## config.mk

```make
export PLATFORM = sky130hd
export DESIGN_NAME = serial_chunk_adder_flat
export DESIGN_NICKNAME = d
export VERILOG_FILES = /design/src/rtl/serial_chunk_adder_pkg.sv /design/src/rtl/serial_chunk_adder_if.sv /design/src/rtl/serial_chunk_adder_chunk_ripple_adder.sv /design/src/rtl/serial_chunk_adder.sv /design/src/flat_wrapper.sv
export SDC_FILE = /design/constraint.sdc
export NUM_CORES = 1
export LEC_CHECK = 0
export BUFFER_PORTS_ARGS = -buffer_cell sky130_fd_sc_hd__buf_2
export CORE_MARGIN = 2
export CORE_UTILIZATION = 56
export DETAILED_ROUTE_END_ITERATION = 8
export HOLD_SLACK_MARGIN = 0.12
export MAX_ROUTING_LAYER = met4
export PLACE_DENSITY = 0.85
export SLEW_MARGIN = 30
export SYNTH_ARGS = -nofsm -noshare
export SYNTH_HDL_FRONTEND = slang
export SYNTH_SLANG_ARGS = --single-unit
```

## constraint.sdc

```tcl
create_clock -name clk -period 2.2 [get_ports clk]
set_input_delay 0.33 -clock clk [delete_from_list [all_inputs] [get_ports clk]]
set_output_delay 0.33 -clock clk [all_outputs]
set_load 0.05 [all_outputs]
```

## src/rtl/serial_chunk_adder_pkg.sv

```systemverilog
// Shared types and helpers for the serial chunk adder.
package serial_chunk_adder_pkg;

  typedef enum logic [1:0] {
    ST_IDLE = 2'd0,
    ST_RUN  = 2'd1,
    ST_DONE = 2'd2
  } state_t;

  // Width of a counter that must hold values 0 .. n-1 (never narrower than 1 bit).
  function automatic int count_width(input int n);
    return (n <= 1) ? 1 : $clog2(n);
  endfunction

endpackage

```

## src/rtl/serial_chunk_adder_if.sv

```systemverilog
// Request/result bundle between the ALU datapath and the serial chunk adder.
//
// Handshake: the master raises start with a, b, sub and carryIn valid; the
// request is taken only on a rising edge where the adder is idle (busy=0 and
// done=0), otherwise it is dropped, never queued. The adder answers with a
// single-cycle done pulse. sum/carryOut/overflow are valid from that pulse
// and stay put until the next accepted request completes.
interface serial_chunk_adder_if #(
  parameter int WIDTH = 32
);
  import serial_chunk_adder_pkg::*;

  logic             start;
  logic             sub;
  logic [WIDTH-1:0] a;
  logic [WIDTH-1:0] b;
  logic             carryIn;
  logic             busy;
  logic             done;
  logic [WIDTH-1:0] sum;
  logic             carryOut;
  logic             overflow;
  state_t           state;     // FSM state, exported for checkers

  modport master (
    output start, sub, a, b, carryIn,
    input  busy, done, sum, carryOut, overflow, state
  );

  modport slave (
    input  start, sub, a, b, carryIn,
    output busy, done, sum, carryOut, overflow, state
  );

endinterface

```

## src/rtl/serial_chunk_adder_chunk_ripple_adder.sv

```systemverilog
// CHUNK-bit ripple-carry adder slice. Besides the carry out it exposes the
// carry into its top bit so the caller can form signed overflow.
module chunk_ripple_adder #(
  parameter int CHUNK = 1
) (
  input  logic [CHUNK-1:0] a,
  input  logic [CHUNK-1:0] b,
  input  logic             cin,
  output logic [CHUNK-1:0] sum,
  output logic             cout,
  output logic             c_top
);

  logic [CHUNK:0] c;

  // Full-adder chain from bit 0 upwards.
  always_comb begin
    c    = '0;
    sum  = '0;
    c[0] = cin;
    for (int i = 0; i < CHUNK; i++) begin
      sum[i]   = a[i] ^ b[i] ^ c[i];
      c[i + 1] = (a[i] & b[i]) | (a[i] & c[i]) | (b[i] & c[i]);
    end
    cout  = c[CHUNK];
    c_top = c[CHUNK-1];
  end

endmodule

```

## src/rtl/serial_chunk_adder.sv

```systemverilog
// Multi-cycle add/subtract: CHUNK bits per clock, LSB chunk first, over
// WIDTH/CHUNK RUN cycles. Results land in output registers only at the
// RUN->DONE edge so they stay stable while a new operation runs.
module serial_chunk_adder
  import serial_chunk_adder_pkg::*;
#(
  parameter int WIDTH = 32,
  parameter int CHUNK = 1
) (
  input logic                 clk,
  input logic                 rst,
  serial_chunk_adder_if.slave bus
);

  localparam int NCHUNK = WIDTH / CHUNK;
  localparam int CW     = count_width(NCHUNK);

  if (WIDTH < 2 || CHUNK < 1 || CHUNK > WIDTH || (WIDTH % CHUNK) != 0) begin : g_param_check
    $error("serial_chunk_adder: illegal WIDTH/CHUNK combination");
  end

  state_t           state;
  state_t           state_nxt;
  logic [CW-1:0]    count;
  logic [WIDTH-1:0] a_sh;
  logic [WIDTH-1:0] b_sh;
  logic [WIDTH-1:0] res_sh;
  logic [WIDTH-1:0] res_nxt;
  logic [WIDTH-1:0] chunk_ext;
  logic             carry_q;
  logic [WIDTH-1:0] sum_q;
  logic             co_q;
  logic             ov_q;
  logic [CHUNK-1:0] chunk_sum;
  logic             chunk_cout;
  logic             chunk_ctop;
  logic             last;

  chunk_ripple_adder #(.CHUNK(CHUNK)) u_chunk (
    .a     (a_sh[CHUNK-1:0]),
    .b     (b_sh[CHUNK-1:0]),
    .cin   (carry_q),
    .sum   (chunk_sum),
    .cout  (chunk_cout),
    .c_top (chunk_ctop)
  );

  assign last      = (count == CW'(NCHUNK - 1));
  // New chunk enters at the top while earlier chunks move down; after the
  // last chunk the LSB chunk sits at bit 0.
  assign chunk_ext = WIDTH'(chunk_sum);
  assign res_nxt   = (res_sh >> CHUNK) | (chunk_ext << (WIDTH - CHUNK));

  // State register.
  always_ff @(posedge clk) begin
    if (rst) state <= ST_IDLE;
    else     state <= state_nxt;
  end

  // Next-state logic: accept in IDLE, leave RUN after the last chunk, one DONE cycle.
  always_comb begin
    state_nxt = state;
    case (state)
      ST_IDLE: if (bus.start) state_nxt = ST_RUN;
      ST_RUN:  if (last)      state_nxt = ST_DONE;
      ST_DONE:                state_nxt = ST_IDLE;
      default:                state_nxt = ST_IDLE;
    endcase
  end

  // Operand capture, per-chunk accumulation and result capture.
  always_ff @(posedge clk) begin
    if (rst) begin
      count   <= '0;
      a_sh    <= '0;
      b_sh    <= '0;
      res_sh  <= '0;
      carry_q <= 1'b0;
      sum_q   <= '0;
      co_q    <= 1'b0;
      ov_q    <= 1'b0;
    end else begin
      case (state)
        ST_IDLE: begin
          if (bus.start) begin
            a_sh    <= bus.a;
            b_sh    <= bus.sub ? ~bus.b : bus.b;
            carry_q <= bus.sub ? 1'b1 : bus.carryIn;
            count   <= '0;
          end
        end
        ST_RUN: begin
          a_sh    <= a_sh >> CHUNK;
          b_sh    <= b_sh >> CHUNK;
          res_sh  <= res_nxt;
          carry_q <= chunk_cout;
          count   <= count + CW'(1);
          if (last) begin
            sum_q <= res_nxt;
            co_q  <= chunk_cout;
            ov_q  <= chunk_ctop ^ chunk_cout;
          end
        end
        default: ;
      endcase
    end
  end

  assign bus.busy     = (state == ST_RUN);
  assign bus.done     = (state == ST_DONE);
  assign bus.sum      = sum_q;
  assign bus.carryOut = co_q;
  assign bus.overflow = ov_q;
  assign bus.state    = state;

endmodule
```

## src/flat_wrapper.sv

```systemverilog
// flat-port wrapper written by rule: the top's interface ports become plain ports
module serial_chunk_adder_flat import serial_chunk_adder_pkg::*;
#(
  parameter int WIDTH = 32,
  parameter int CHUNK = 1
)
  (clk, rst, bus_start, bus_sub, bus_a, bus_b, bus_carryIn, bus_busy, bus_done, bus_sum, bus_carryOut, bus_overflow, bus_state);
  serial_chunk_adder_if #(.WIDTH(WIDTH)) bus_i ();
  input logic clk;
  input logic rst;
  input wire logic [$bits(bus_i.start)-1:0] bus_start;
  input wire logic [$bits(bus_i.sub)-1:0] bus_sub;
  input wire logic [$bits(bus_i.a)-1:0] bus_a;
  input wire logic [$bits(bus_i.b)-1:0] bus_b;
  input wire logic [$bits(bus_i.carryIn)-1:0] bus_carryIn;
  output wire logic [$bits(bus_i.busy)-1:0] bus_busy;
  output wire logic [$bits(bus_i.done)-1:0] bus_done;
  output wire logic [$bits(bus_i.sum)-1:0] bus_sum;
  output wire logic [$bits(bus_i.carryOut)-1:0] bus_carryOut;
  output wire logic [$bits(bus_i.overflow)-1:0] bus_overflow;
  output wire logic [$bits(bus_i.state)-1:0] bus_state;
  assign bus_i.start = bus_start;
  assign bus_i.sub = bus_sub;
  assign bus_i.a = bus_a;
  assign bus_i.b = bus_b;
  assign bus_i.carryIn = bus_carryIn;
  assign bus_busy = bus_i.busy;
  assign bus_done = bus_i.done;
  assign bus_sum = bus_i.sum;
  assign bus_carryOut = bus_i.carryOut;
  assign bus_overflow = bus_i.overflow;
  assign bus_state = bus_i.state;
  serial_chunk_adder #(.WIDTH(WIDTH), .CHUNK(CHUNK)) u_core (.clk(clk), .rst(rst), .bus(bus_i));
endmodule
```

==> run_results.csv, run 1 <==
group,metric,value,unit
drt,vias,5348,
logic_synthesis,postSynthAreaPerCell,8.18,um^2
logic_synthesis,synth-main-ff-cell,"dfxtp_1",
clocking,cts_tree,"done",
floorplanning,coreArea,10300,um^2
sta,hold_viol,0,
place,portBuffers,106,
logic_synthesis,synth-edff-count,0,
clocking,root_buffer,"clkbuf_8",
worst_setup_path,critPathMaxFanout,38,
sta,fmaxAchievable,488,MHz
sta,tightestPinTransition,0.811,ns
pwr,p_int,0.00430,W
logic_synthesis,synth_warnings,0,
sta,fin_ws,0.152,ns
worst_setup_path,crit_path_end_kind,"output port",
drt,dr.pass1.iters,5,
worst_setup_path,critical_path_class,"flip-flop to output port",
sta,skew,0.00645,ns
place,dpl-instance-area,6420,um^2
clocking,numCtsBuffers,17,
floorplanning,die_h,107,um
worst_setup_path,crit_path_max_incr_delay,0.44,ns
clocking,clk-insertion-delay-late,0.52,ns
drt,viasPerCell,5.50,
worst_setup_path,crit_path_start_kind,"flip-flop",
worst_setup_path,critPathTopFamily,"buffers and inverters",
place,pre_cts_slack,0.426,ns
global_route,grt_pass1_vias,5275,
logic_synthesis,ys_ff_latch,137,
clocking,htreeDepth,4,
worst_setup_path,crit_arrival,1.72,ns
sta,setup_violations,0,
place,dp_hpwl,8.35,mm
global_route,grtUsageTotal,26.1,%
layout,fin_nets,895,
clocking,clk_pin_slew_worst_paths,0.06,ns
clocking,cts.sinks,137,
drt,wl_per_cell,14.3,um
worst_hold_path,hp-class,"primary input to flip-flop",
pwr,swShare,25.1,%
logic_synthesis,netlist_area,5910,um^2
logic_synthesis,ys_seq_area_share,46.4,%
layout,syn_to_final_growth,22.2,%
logic_synthesis,synth.distinct_cells,35,
layout,fin_util,70.3,%
pwr,cellLeakagePower,2.85,nW
global_route,grt_max_degree,74,
floorplanning,die_w,107,um
drt,drtIter0Drc,351,
outcome,status,"finished clean",
worst_setup_path,worstPathRequired,1.87,ns
clocking,cts.path.max_buffers,2,
worst_setup_path,path_buf_inv,2,
drt,finalWirelength,13.9,mm
logic_synthesis,syn-num-nets,795,
sta,slew_headroom,45.8,%
floorplanning,num_rows,37,
logic_synthesis,syn_inst,723,
drt,ant_nets,0,
floorplanning,die_area,11400,um^2
pwr,peakVddDrop,450,uV
logic_synthesis,synthArstFlopShare,0,%
floorplanning,ios,107,
sta,slew_viol_final,0,
floorplanning,start_util,57.5,%
sta,tns,0,ns
pwr,powerDensity,795,nW/um^2
layout,fin_area,7220,um^2
sta,grt_setup_unrepaired,"no",
pwr,seqPwrFrac,46.5,%
layout,drive_gt1_share,22.4,%
pwr,p_clk_share,43.2,%
pwr,net-switching-power,0.00144,W
job,cap_violations,0,
global_route,grt_pass1_wl,23.3,mm
sta,fin_crit_sh,93.1,%
global_route,antenna_found_initial,1,
layout,nFillCells,804,
global_route,overflow,0,
drt,drc,0,
worst_setup_path,path_cells,"buf_4 -> buf_2",
sta,min_period,2.05,ns
worst_setup_path,cp_slowest_cell,"dfxtp_2",
place,gp_congestion,0.755,
sta,timing.hold.ws,0.123,ns
clocking,post_cts_buffers,0,
pwr,p_comb_share,10.3,%
## power groups by stage
stage	sequential (W)	combinational (W)	clock [W]
detailed placement	0.00272	0.000549	0
floorplan	0.00270	0.000419	0
global route	0.00268	0.000660	0.00261
CTS	0.00266	0.000589	0.00251
global placement	0.00271	0.000522	0
finish	0.00267	0.000593	0.00248
## through the flow
step | instances | total power, W
3_3_place_gp | 913 | 0.00323
6_report | 972 | 0.00574
3_5_place_dp | 913 | 0.00326
5_1_grt | 972 | 0.00595
2_1_floorplan | 723 | 0.00312
4_1_cts | 971 | 0.00577
## per-layer routing
metal  up-vias  GRT usage [%]  wire length, um
li1       2687              -                -
met1      2487           29.3             5840
met2       145           44.3             7140
met3        29           6.75              686
met4         0           10.5              246
met5         -              -                0
## registers in the layout, summed over array words and instances (netlist names)
name,cells
u_core.bus.overflow,1
u_core.bus.carryOut,1
u_core.res_sh,31
u_core.a_sh,32
u_core.count,5
u_core.b_sh,32
u_core.bus.state,2
u_core.carry_q,1
u_core.bus.sum,32
## what timing repair did
action                                  in CTS  in global routing
gates resized for setup                      0                  2
hold buffers                                27                  0
endpoints found under the setup margin       0                  1
endpoints found under the hold margin       27                  0
## Yosys cell counts (4+ instances only)
cell        n  area [um^2]
a22oi_1    34          255
inv_1      33          124
nor2_1     69          259
o221a_2    31          349
buf_6       4         45.0
o22ai_1    31          194
buf_2      28          140
dfxtp_1   137         2740
a21oi_1   126          631
clkbuf_1   28          105
nand2_1   134          503
xnor2_1    32          280
## cells in the final DEF, fill, tap and decap left out, types with 3 or more instances in the layout
master / n
o21ai_0: 3
buf_4: 13
clkinv_4: 3
clkinv_2: 3
o221a_2: 31
clkbuf_8: 3
a21oi_1: 126
clkinvlp_4: 3
clkbuf_16: 16
nand3_1: 3
nor2_1: 69
o22ai_1: 31
nand3b_1: 3
nand2_1: 134
inv_1: 33
buf_2: 105
a22oi_1: 34
dfxtp_1: 135
xnor2_1: 32
dlygate4sd3_1: 27
## cell families after synthesis
group                    Yosys count  synth area share (%)
AO/OA/AOI/OAI                    232                  25.5
XOR/XNOR                          33                  4.89
adder cells (fa/ha/maj)            3                 0.762
buffers and inverters            100                  7.64
flip-flops                       137                  46.4
multiplexers                       2                 0.360
AND/OR/NAND/NOR                  216                  14.4
## final timing paths
path	depth (start not counted)	slack, ns	end	start
worst min-delay path	3	0.12	u_core.b_sh[30]$_SDFFE_PP0P_	bus_b[30]
worst max-delay path	2	0.15	bus_state[0]	u_core.bus.state[0]$_SDFFE_PP0P_
worst min register to register	2	0.45	u_core.bus.sum[15]$_SDFFE_PP0P_	u_core.bus.sum[15]$_SDFFE_PP0P_
worst max register to register	7	0.43	u_core.bus.overflow$_SDFFE_PP0P_	u_core.count[0]$_SDFFE_PP0P_
## area by class of cell
cell class	instances	area, um^2	area share (%)
flip-flops and latches	137	2750	38.0
multi-input cells	486	2720	37.6
repair buffers	147	933	12.9
clock buffers	21	449	6.22
well taps	136	170	2.36
inverters	34	130	1.80
clock inverters	10	72.6	1.00
diodes	1	2.50	0.0347
## worst register-to-register path: stages, from the launching register on
cell and delay (ns):
dfxtp_1 0.36, ha_1 0.19, and3_1 0.16, ha_1 0.19, and3b_1 0.18, buf_4 0.33, nor2_1 0.08, a211oi_1 0.20
No activity file was read; power rests on OpenSTA's default activity.
==> run 2: changes to the inputs <==
--- a/config.mk
+++ b/config.mk
@@ -6,12 +6,14 @@
 export NUM_CORES = 1
 export LEC_CHECK = 0
 export BUFFER_PORTS_ARGS = -buffer_cell sky130_fd_sc_hd__buf_2
+export CELL_PAD_IN_SITES_DETAIL_PLACEMENT = 1
+export CELL_PAD_IN_SITES_GLOBAL_PLACEMENT = 1
 export CORE_MARGIN = 2
-export CORE_UTILIZATION = 56
+export CORE_UTILIZATION = 41
 export DETAILED_ROUTE_END_ITERATION = 8
 export HOLD_SLACK_MARGIN = 0.12
 export MAX_ROUTING_LAYER = met4
-export PLACE_DENSITY = 0.85
+export PLACE_DENSITY = 0.84
 export SLEW_MARGIN = 30
 export SYNTH_ARGS = -nofsm -noshare
 export SYNTH_HDL_FRONTEND = slang
==> run_results.csv, run 2 (synthesis results as in run 1) <==
group,metric,value,unit
floorplanning,start_util,42.3,%
drt,vias,5291,
sta,fmaxAchievable,507,MHz
drt,ant_nets,0,
pwr,power.total,0.00595,W
drt,drc,0,
drt,wl_per_cell,15.1,um
layout,fin_util,50.2,%
pwr,peakVddDrop,586,uV
layout,nFillCells,1753,
clocking,htreeDepth,4,
layout,drive_gt1_share,22.8,%
worst_hold_path,hp-start,"bus_b[6]",
layout,multiInputGateArea,2720,um^2
drt,finalWirelength,14.9,mm
floorplanning,ios,107,
worst_setup_path,setup.worst_path.start,"u_core.bus.state[0]$_SDFFE_PP0P_",
floorplanning,die_area,15400,um^2
clocking,root_buffer,"clkbuf_16",
worst_hold_path,hp-class,"primary input to flip-flop",
clocking,post_cts_buffers,0,
pwr,powerDensity,847,nW/um^2
sta,hold_viol,0,
place,place_inst,955,
global_route,grtUsageTotal,20.9,%
layout,fin_cells,986,
floorplanning,coreArea,14000,um^2
worst_setup_path,timing.rr.end,"u_core.bus.overflow$_SDFFE_PP0P_",
place,gp_congestion,0.745,
drt,viasPerCell,5.37,
sta,slew_viol_final,0,
worst_setup_path,critPathMaxFanout,38,
sta,fin_crit_sh,89.6,%
layout,diodes,0,
global_route,grt_pass1_vias,5306,
clocking,cts_resized,0,
drt,dr.pass1.iters,5,
place,dp_hpwl,9.62,mm
pwr,cellLeakagePower,2.76,nW
floorplanning,die_h,124,um
job,cap_violations,0,
global_route,grt_pass1_wl,25.0,mm
worst_setup_path,worstPathRequired,1.87,ns
global_route,antenna_found_initial,0,
worst_setup_path,critical_path_class,"flip-flop to output port",
worst_hold_path,hold_end,"u_core.b_sh[6]$_SDFFE_PP0P_",
worst_setup_path,worst-r2r-setup-slack,0.40,ns
worst_setup_path,crit_path_end_kind,"output port",
sta,tightestPinTransition,0.854,ns
floorplanning,num_rows,43,
layout,syn_to_final_growth,18.9,%
sta,setup_violations,0,
sta,tns,0,ns
sta,slew_headroom,42.9,%
worst_setup_path,crit_arrival,1.64,ns
place,dpl-instance-area,6460,um^2
worst_setup_path,crit_path_max_incr_delay,0.44,ns
global_route,grt_max_degree,74,
clocking,cts.sinks,137,
clocking,clk-insertion-delay-late,0.41,ns
place,portBuffers,106,
layout,fin_nets,866,
floorplanning,die_w,124,um
layout,fin_area,7030,um^2
worst_setup_path,path_cells,"buf_4 -> buf_2",
worst_setup_path,cp_slowest_cell,"dfxtp_2",
layout,final_cell_mix,"dfxtp_1, nand2_1, a21oi_1",
outcome,status,"finished clean",
global_route,overflow,0,
sta,grt_setup_unrepaired,"no",
worst_setup_path,reg2reg_depth,7,
worst_hold_path,hold_depth,3,
clocking,cts.path.max_buffers,2,
clocking,numCtsBuffers,17,
worst_setup_path,rr_startpoint,"u_core.count[0]$_SDFFE_PP0P_",
sta,min_period,1.97,ns
worst_setup_path,crit_path_start_kind,"flip-flop",
clocking,cts_hold_buffers,0,
sta,skew,0.00900,ns
layout,seq_area,2750,um^2
clocking,clk_pin_slew_worst_paths,0.06,ns
layout,final_common_cell,"dfxtp_1",
drt,drtIter0Drc,319,
clocking,cts_tree,"done",
[run 2: cell type report]
cell class,count,share of cell area (%)
flip-flops and latches,137,39.1
multi-input cells,486,38.7
repair buffers,118,9.22
clock buffers,22,6.60
well taps,180,3.20
inverters,34,1.82
clock inverters,9,1.41
[run 2: per-layer routing]
metal | wire, um | global-route usage [%]
met2 | 7280 | 33.6
met5 | 0 | -
met1 | 6970 | 26.5
met3 | 488 | 3.62
met4 | 146 | 7.30
[run 2: per-stage QoR]
stage / hold slack, ns / setup WS [ns]
finish: 0.201 / 0.228
global route: 0.209 / 0.150
CTS: 0.187 / 0.213
detailed placement: 0.445 / 0.380
global placement: 0.441 / 0.505
floorplan: 0.432 / 0.0862
[run 2: worst max-delay path by stage]
| stage | end | slack, ns |
|---|---|---|
| finish | bus_state[0] | 0.23 |
| global route | bus_state[0] | 0.15 |
| CTS | bus_state[0] | 0.21 |
| detailed placement | u_core.bus.overflow$_SDFFE_PP0P_ | 0.38 |
| global placement | u_core.bus.overflow$_SDFFE_PP0P_ | 0.51 |
| floorplan | bus_done | 0.09 |
[run 2: worst max-delay path, delay by kind of cell, from the launching register on]
family,cells,cell delay [ns]
buf+inv,2,0.78
flops,1,0.44
[run 2: where the power goes]
| part | switching, W | leakage, nW | internal (W) |
|---|---|---|---|
| logic | 0.000318 | 1.36 | 0.000243 |
| clock network | 0.00102 | 0.283 | 0.00171 |
| registers | 0.0000792 | 1.12 | 0.00259 |
==> run 3: changes to the inputs <==
--- a/config.mk
+++ b/config.mk
@@ -9,11 +9,13 @@
 export CELL_PAD_IN_SITES_DETAIL_PLACEMENT = 1
 export CELL_PAD_IN_SITES_GLOBAL_PLACEMENT = 1
 export CORE_MARGIN = 2
-export CORE_UTILIZATION = 41
+export CORE_UTILIZATION = 43
+export CTS_BUF_LIST = sky130_fd_sc_hd__clkbuf_4 sky130_fd_sc_hd__clkbuf_8
 export DETAILED_ROUTE_END_ITERATION = 8
 export HOLD_SLACK_MARGIN = 0.12
 export MAX_ROUTING_LAYER = met4
-export PLACE_DENSITY = 0.84
+export PLACE_DENSITY = 0.88
+export REMOVE_ABC_BUFFERS = 1
 export SLEW_MARGIN = 30
 export SYNTH_ARGS = -nofsm -noshare
 export SYNTH_HDL_FRONTEND = slang
==> constraint.sdc (replaced) <==
create_clock -name clk -period 2.2 [get_ports clk]
set_input_delay 0.33 -clock clk [delete_from_list [all_inputs] [get_ports clk]]
set_output_delay 0.33 -clock clk [all_outputs]
set_load 0.1 [all_outputs]
==> run_results.csv, run 3 (synthesis results as in run 1) <==
group,metric,value,unit
drt,wl_per_cell,15.7,um
worst_setup_path,path_buf_inv,2,
floorplanning,ios,107,
clocking,root_buffer,"clkbuf_8",
worst_setup_path,critPathTopFamily,"buffers and inverters",
floorplanning,coreArea,13300,um^2
pwr,p_int,0.00409,W
floorplanning,die_h,121,um
worst_setup_path,crit_path_end_kind,"output port",
pwr,cellLeakagePower,2.72,nW
drt,viasPerCell,5.35,
sta,hold_viol,0,
pwr,peakVddDrop,382,uV
layout,drive_gt1_share,23.3,%
worst_setup_path,reg2reg_depth,7,
sta,fmaxAchievable,490,MHz
global_route,grt_max_degree,76,
sta,setup_violations,0,
worst_hold_path,hold_depth,3,
floorplanning,die_area,14700,um^2
global_route,grt_pass1_wl,25.6,mm
clocking,cts.sinks,137,
global_route,antenna_found_initial,0,
clocking,cts_tree,"done",
worst_setup_path,crit_arrival,1.71,ns
drt,vias,5266,
drt,drtIter0Drc,331,
global_route,use_met1,25.9,%
clocking,cts_hold_buffers,0,
layout,syn_to_final_growth,17.5,%
floorplanning,num_rows,42,
sta,min_period,2.04,ns
pwr,p_clk_share,40.7,%
outcome,status,"finished clean",
worst_hold_path,hp-start,"bus_b[30]",
pwr,seqPwrFrac,48.6,%
worst_setup_path,path_cells,"buf_12 -> nor2b_1 -> buf_2",
global_route,grtUsageMet2,37.9,%
layout,fin_util,52.0,%
clocking,clk_pin_slew_worst_paths,0.08,ns
sta,skew,0.00711,ns
place,gp_congestion,0.812,
sta,slew_headroom,54.7,%
worst_hold_path,hp-class,"primary input to flip-flop",
layout,diodes,0,
worst_setup_path,cp_slowest_cell,"buf_2",
worst_setup_path,critPathMaxFanout,73,
global_route,busiest_layer,"met2",
place,portBuffers,106,
global_route,grt_pass1_vias,5413,
worst_setup_path,rr_startpoint,"u_core.count[0]$_SDFFE_PP0P_",
drt,finalWirelength,15.5,mm
global_route,overflow,0,
floorplanning,start_util,44.3,%
layout,final_cell_mix,"dfxtp_1, nand2_1, a21oi_1",
sta,tightestPinTransition,0.679,ns
layout,final_common_cell,"dfxtp_1",
pwr,p_comb_share,10.7,%
pwr,powerDensity,788,nW/um^2
worst_setup_path,crit_path_start_kind,"flip-flop",
layout,nFillCells,1651,
pwr,net-switching-power,0.00138,W
drt,dr.pass1.iters,4,
clocking,cts.path.max_buffers,2,
sta,grt_setup_unrepaired,"no",
worst_setup_path,setup.worst_path.start,"u_core.bus.state[1]$_SDFFE_PP0P_",
pwr,swShare,25.3,%
global_route,grt_use_met3,6.63,%
floorplanning,die_w,121,um
layout,fin_nets,867,
place,dpl-instance-area,6500,um^2
drt,ant_nets,0,
worst_setup_path,worstPathRequired,1.87,ns
job,cap_violations,0,
clocking,clk-insertion-delay-late,0.44,ns
global_route,grtUsageTotal,22.3,%
worst_setup_path,path_depth,3,
sta,fin_crit_sh,92.8,%
layout,fin_area,6950,um^2
pwr,power.total,0.00548,W
worst_setup_path,crit_path_max_incr_delay,0.43,ns
drt,drc,0,
place,dp_hpwl,9.95,mm
clocking,numCtsBuffers,17,
clocking,htreeDepth,4,
worst_setup_path,critical_path_class,"flip-flop to output port",
sta,timing.hold.ws,0.165,ns
sta,slew_viol_final,0,
clocking,post_cts_buffers,0,
-- run 3: cell types whose count changed in the layout (fill, tap and decap cells not counted), moves of 2 or more --
cell	before	now
clkbuf_1	3	0
clkbuf_8	2	21
clkbuf_16	17	0
clkinv_2	6	3
clkbuf_4	0	2
buf_2	105	103
clkinv_4	1	3
buf_12	2	5
-- run 3: power groups by stage --
| stage | Combinational [W] | Clock [W] | Sequential, W |
|---|---|---|---|
| detailed placement | 0.000583 | 0 | 0.00272 |
| finish | 0.000587 | 0.00223 | 0.00266 |
| global placement | 0.000544 | 0 | 0.00271 |
| CTS | 0.000591 | 0.00229 | 0.00266 |
| global route | 0.000653 | 0.00238 | 0.00268 |
| floorplan | 0.000324 | 0 | 0.00271 |
-- run 3: routing by layer --
layer,vias up,wire length (um)
met5,-,0
met3,12,690
li1,2620,-
met1,2532,6730
met4,0,146
met2,102,7890
-- run 3: what timing repair did --
item	in CTS	in global routing
gates resized for setup	1	1
hold endpoints to repair	0	0
endpoints found under the setup margin	1	1
-- run 3: worst min-delay path, cell delays in order --
cell and delay [ns]:
buf_2 0.09, xnor2_1 0.06, o22ai_1 0.09
-- run 3: cell type report --
| cell class | count | area (um^2) | area share, % |
|---|---|---|---|
| clock buffer | 22 | 297 | 4.27 |
| clock inverter | 10 | 140 | 2.02 |
| inverter | 34 | 130 | 1.87 |
| multi-input combinational | 486 | 2720 | 39.1 |
| sequential | 137 | 2750 | 39.5 |
| tap | 176 | 220 | 3.17 |
| timing repair buffer | 119 | 698 | 10.1 |
-- run 3: stage by stage --
stage	worst slack (ns)	TNS, ns	instances
final	0.159	0	984
after global routing	0.0653	0	984
after CTS	0.0603	0	984
after detailed placement	0.390	0	952
after global placement	0.521	0	952
after floorplan	-1.80	-181.15	657
-- run 3: path summary, 6_finish.rpt --
path,endpoint,slack [ns]
max,bus_done,0.16
min,u_core.b_sh[30]$_SDFFE_PP0P_,0.16
max reg2reg,u_core.bus.sum[13]$_SDFFE_PP0P_,0.36
min reg2reg,u_core.bus.sum[27]$_SDFFE_PP0P_,0.45
